[config.mk]
export PLATFORM = sky130hd
export DESIGN_NAME = aes_lite_core
export DESIGN_NICKNAME = d
export VERILOG_FILES = /design/src/rtl/aes_lite_core.sv
export SDC_FILE = /design/constraint.sdc
export NUM_CORES = 1
export LEC_CHECK = 0
export ABC_AREA = 1
export CAP_MARGIN = 20
export CORE_UTILIZATION = 45
export CTS_BUF_LIST = sky130_fd_sc_hd__clkbuf_8
export DETAILED_ROUTE_END_ITERATION = 10
export PLACE_DENSITY_LB_ADDON = 0.05
export SYNTH_ARGS = -nofsm -noshare
export SYNTH_HDL_FRONTEND = slang
export SYNTH_SLANG_ARGS = --single-unit
[constraint.sdc]
create_clock -name in_clk -period 1.9 [get_ports in_clk]
set_input_delay 0.38 -clock in_clk [delete_from_list [all_inputs] [get_ports in_clk]]
set_output_delay 0.38 -clock in_clk [all_outputs]
set_load 0.02 [all_outputs]
[src/rtl/aes_lite_core.sv]
// aes_lite_core: byte-serial XOR/rotate block cipher core.
// A block and its key are shifted in MSB-first, one byte per accepted cycle.
// ROUNDS iterative rounds then run in the latched direction. The result is
// registered together with a one-cycle out_valid strobe. That strobe is high
// for the single DONE cycle, and out_data holds its value until the next strobe.
module aes_lite_core #(
    parameter int NBYTES = 2,
    parameter int ROUNDS = 4
) (
    input  logic                  in_clk,
    input  logic                  in_restart_n,
    input  logic                  in_valid,
    input  logic                  in_enable_encode,
    input  logic [7:0]            in_d_in,
    input  logic [7:0]            in_key_in,
    output logic                  out_ready,
    output logic                  out_busy,
    output logic                  out_valid,
    output logic [8*NBYTES-1:0]   out_data
);
    localparam int W  = 8 * NBYTES;
    localparam int RW = $clog2(ROUNDS + 1);
    localparam int CW = $clog2(NBYTES + 1);

    typedef enum logic [1:0] {S_IDLE, S_LOAD, S_RUN, S_DONE} state_t;

    state_t          r_state;
    logic            r_encode;
    logic [W-1:0]    r_data;
    logic [W-1:0]    r_key;
    logic [W-1:0]    r_out_data;
    logic            r_out_valid;
    logic [CW-1:0]   r_cnt;
    logic [RW-1:0]   r_round;

    logic [W-1:0]    w_data_shift;
    logic [W-1:0]    w_key_shift;
    logic [W-1:0]    w_key_rot [NBYTES];
    logic [RW-1:0]   w_round_idx;
    logic [31:0]     w_rot_sel;
    logic [W-1:0]    w_round_key;
    logic [W-1:0]    w_mix;
    logic [W-1:0]    w_round_out;

    // New byte enters at the bottom; the oldest byte falls off the top.
    assign w_data_shift = W'({r_data, in_d_in});
    assign w_key_shift  = W'({r_key, in_key_in});

    // Every possible byte-granular left rotation of the key, precomputed.
    for (genvar gi = 0; gi < NBYTES; gi++) begin : g_key_rot
        assign w_key_rot[gi] = W'({r_key, r_key} >> (W - 8 * gi));
    end

    // Pick the round index, its key rotation, and fold the index into the key.
    always_comb begin
        w_round_idx = r_encode ? r_round : (RW'(ROUNDS - 1) - r_round);
        w_rot_sel   = 32'(w_round_idx) % 32'(NBYTES);
        w_round_key = w_key_rot[0];
        for (int j = 1; j < NBYTES; j++) begin
            if (w_rot_sel == 32'(j)) begin
                w_round_key = w_key_rot[j];
            end
        end
        w_round_key = w_round_key ^ W'(w_round_idx);
    end

    // One round: encode is rotl1(s ^ k), decode undoes it as rotr1(s) ^ k.
    always_comb begin
        w_mix       = r_data ^ w_round_key;
        w_round_out = {w_mix[W-2:0], w_mix[W-1]};
        if (!r_encode) begin
            w_round_out = {r_data[0], r_data[W-1:1]} ^ w_round_key;
        end
    end

    // Control FSM plus datapath registers, including the registered result.
    always_ff @(posedge in_clk or negedge in_restart_n) begin
        if (!in_restart_n) begin
            r_state     <= S_IDLE;
            r_encode    <= 1'b0;
            r_data      <= '0;
            r_key       <= '0;
            r_out_data  <= '0;
            r_out_valid <= 1'b0;
            r_cnt       <= '0;
            r_round     <= '0;
        end else begin
            case (r_state)
                S_IDLE: begin
                    if (in_valid) begin
                        r_data   <= w_data_shift;
                        r_key    <= w_key_shift;
                        r_encode <= in_enable_encode;
                        r_cnt    <= CW'(1);
                        r_round  <= '0;
                        r_state  <= (NBYTES == 1) ? S_RUN : S_LOAD;
                    end
                end
                S_LOAD: begin
                    if (in_valid) begin
                        r_data <= w_data_shift;
                        r_key  <= w_key_shift;
                        r_cnt  <= r_cnt + 1'b1;
                        if (r_cnt == CW'(NBYTES - 1)) begin
                            r_round <= '0;
                            r_state <= S_RUN;
                        end
                    end
                end
                S_RUN: begin
                    r_data <= w_round_out;
                    if (r_round == RW'(ROUNDS - 1)) begin
                        r_out_data  <= w_round_out;
                        r_out_valid <= 1'b1;
                        r_state     <= S_DONE;
                    end else begin
                        r_round <= r_round + 1'b1;
                    end
                end
                S_DONE: begin
                    // Drop the block and key so nothing carries into the next block.
                    r_out_valid <= 1'b0;
                    r_data      <= '0;
                    r_key       <= '0;
                    r_cnt       <= '0;
                    r_round     <= '0;
                    r_state     <= S_IDLE;
                end
                default: begin
                    r_state <= S_IDLE;
                end
            endcase
        end
    end

    assign out_ready = (r_state == S_IDLE) || (r_state == S_LOAD);
    assign out_busy  = (r_state != S_IDLE);
    assign out_valid = r_out_valid;
    assign out_data  = r_out_data;

endmodule

==> impl_results.md <==
* Critical path, cell by cell: inv_1, ha_2, inv_1, dlygate4sd2_1
* Critical path required time at 1.52 ns
* Max cap viols at 0
* Number of distinct library cells after synthesis at 29
* Fin nets at between 500 and 600
* Fin. max-slew vios at 0
* H-Tree Depth at 3
* Die Width at 91.3 um
* Worst setup SP type: register
* Power Density at 2010 nW/um^2
* First-pass GRT wire length at ~16 mm
* Leakage at roughly 2 nW
* Synth top area share at around two fifths
* Post-layout util at 56.2%
* Main combinational cell family by area after synthesis: simple AND/OR/NAND/NOR gates
* Initial DRC Count at roughly 200
* Routability cong. at 0.804
* Synthesis-stage register bit count at 57
* Placed insts at 613
* FMAX at 0.548 GHz
* Post-synthesis compound-gate area fraction at between 10% and 20%
* Clock transition at path regs at 0.07 ns
* Slew headroom at between 60% and 70%
* CTS Buf Count at 9
* Filler cells at approximately 760
* IO Pins at 39
* DR WL/cell at ~15 um
* Worst skew pair latency at roughly 0.34 ns
* Remaining DRCs at 0
* Syn. warnings at 0
* FP Rows at 32
* Post-synth top cells: 131 x nand2_1, 101 x nand3_1, 57 x dfrtp_1
* Period utilisation layout at roughly 96%
* Final Setup Violations at 0
* Clk_skew at about 0.011 ns
* Seq/Total Area, Yosys at between 30% and 40%
* Synth Area in XOR/XNOR at 0%
* Adder-cell share of the synthesized area at 2.09%
* Reg-to-reg startpoint: r_state[1]
* Area of the mapped netlist at around 3600 um^2
* # diodes at 0
* FFs w/ async S/R, synth at 100%
* Worst Reg-to-Reg Cells at 12
* Core area at a little under 8000 um^2
* Final hold vios at 0
* Port Buf Inserts at 38
* Min-Delay Path Class: input port to async pin
* Slowest stage cell, crit path: dfrtp_1
* Postcts setup bufs at 0
* Status: finished, final reports clean
* Synth Net Count at around 500
* Post-DP HPWL at between 6 and 7 mm
* Hold Buf Count CTS at 0
* Worst EP arrival at between 1 and 1.5 ns
* CP dominant cell by count: inv_1
* Reg-to-reg endpoint: r_round[2]
* CTS tree: done
* Crit path capture: out_busy
* Largest net degree at the start of global routing at 58
* Vias in the first global route at 3293
* Pre-antenna DRT Iters at 5
* Layout cells sized above 1 at 15.4%
* Initial Util at a little under half
* R2R Setup Slk at 0.14 ns
* Global route total overflow at 0
* Critical path fanouts, max at 4
* Full die area at roughly 8300 um^2
* CTS sink cnt at 57
* Synth area leaders: dfrtp_1 40%, nand3_1 14%, nand2_1 14%
* Die Ht at between 90 and 100 um
* CP max stage delay at roughly 0.4 ns
* Area growth from synthesis to layout at 20.9%
* Critical Path Start: r_state[1]
* Via Count at 3341
* EDFF count, synth at 0
* Post-layout min period at around 1.8 ns
* Peak supply drop at 0.00123 V
* Worst-case clock buffer depth at 2
* Global-route usage over all layers at around a quarter
* Crit. End Element: primary output
* Final ANT Viol Nets at 0
* Finished Layout Cells at between 600 and 700
* Synth area leader: dfrtp_1
* Initial antenna violation count at 0
* Cells after synthesis at 476
* Worst-margin pin slew at 0.521 ns
* Post-synthesis mux area share at 0%
* Worst Setup Path Type: register to primary output
* Top-count cell post-synth: nand2_1
* Drt total wl at 9.27 mm
* Via-to-Cell Ratio at 5.31
* Top FF cell, synth: dfrtp_1
* Root buffer cell: clkbuf_8
* Syn_area_per_cell at ~7.5 um^2
* Simple-gate share of the synthesized area at 31.4%
## layout by cell type, fill, tap and decap left out, drive strengths merged
cell	count
a22oi	13
nor2	9
dfrtp	57
nand3	103
nand4	1
bufinv	1
inv	51
o22ai	1
a31oi	1
clkinvlp	1
dlygate4sd2	1
nor3	1
buf	19
nand3b	1
clkinv	5
a21oi	24
o21ai	49
clkdlybuf4s50	35
clkbuf	11
ha	6
nand2	137
## report_power, final
part / switching [mW] / total, mW / internal [mW] / leakage [nW]
Sequential: 0.480 / 2.25 / 1.77 / 0.729
Combinational: 3.30 / 5.36 / 2.06 / 1.23
Clock: 0.506 / 1.14 / 0.631 / 0.102
## sequential cells by signal, summed over array words and instances (netlist names)
| register | count |
|---|---|
| out_data | 16 |
| r_cnt | 2 |
| r_state | 2 |
| r_key | 16 |
| out_valid | 1 |
| r_encode | 1 |
| r_round | 3 |
| r_data | 16 |
## per-stage QoR
step / TNS, ns / power, mW / area, um^2 / hold WS (ns) / setup slack [ns]
floorplan: 0 / 6.10 / 3590 / 0.0844 / 0.283
global placement: 0 / 7.47 / 4130 / 0.414 / 0.104
detailed placement: 0 / 7.58 / 4130 / 0.410 / 0.0780
CTS: 0 / 8.74 / 4330 / 0.0456 / 0.00144
global route: -0.000473 / 9.55 / 4340 / 0.0646 / -0.000473
finish: 0 / 8.74 / 4340 / 0.0290 / 0.0765
## area by class of cell
class,count,area [um^2],area share (%)
inverter,52,198,4.55
tap,102,128,2.94
timing repair buffer,56,567,13.1
multi-input combinational,346,1830,42.1
sequential,57,1430,32.9
clock inverter,6,57.6,1.33
clock buffer,10,138,3.17
## worst min-delay path by stage
| stage | start | to | slack [ns] | cells after the start |
|---|---|---|---|---|
| global route | in_restart_n | r_key[6] | 0.06 | 2 |
| global placement | in_restart_n | r_key[6] | 0.41 | 2 |
| CTS | in_restart_n | r_key[6] | 0.05 | 2 |
| detailed placement | in_restart_n | r_key[6] | 0.41 | 2 |
| finish | in_restart_n | r_key[6] | 0.03 | 2 |
| floorplan | in_restart_n | out_data[0] | 0.08 | 0 |
## logic make-up after synthesis
| logic type | after synthesis |
|---|---|
| adder cells (fa/ha/maj) | 6 |
| buffers and inverters | 73 |
| AO/OA/AOI/OAI | 88 |
| flip-flops | 57 |
| AND/OR/NAND/NOR | 252 |
## per-layer routing
layer  vias to the layer above  global-route usage [%]  share of wire, %
met5                         -                       0                 0
met3                        16                    4.36               4.3
met4                         0                    11.0               2.1
met1                      1554                    30.0                43
met2                        94                    41.9                50
li1                       1677                       -                 -
## worst max-delay path: cells and delay by family (launching register included)
family	cells	cell delay, ns
buffers and inverters	3	0.48
adder cells (fa/ha/maj)	1	0.23
flip-flops	1	0.40
## what timing repair did
item / CTS / global route
endpoints found under the setup margin: 2 / 5
gates resized for setup: 5 / 5
gates cloned: 0 / 0
Note: power is estimated with default switching activity, not from simulation.
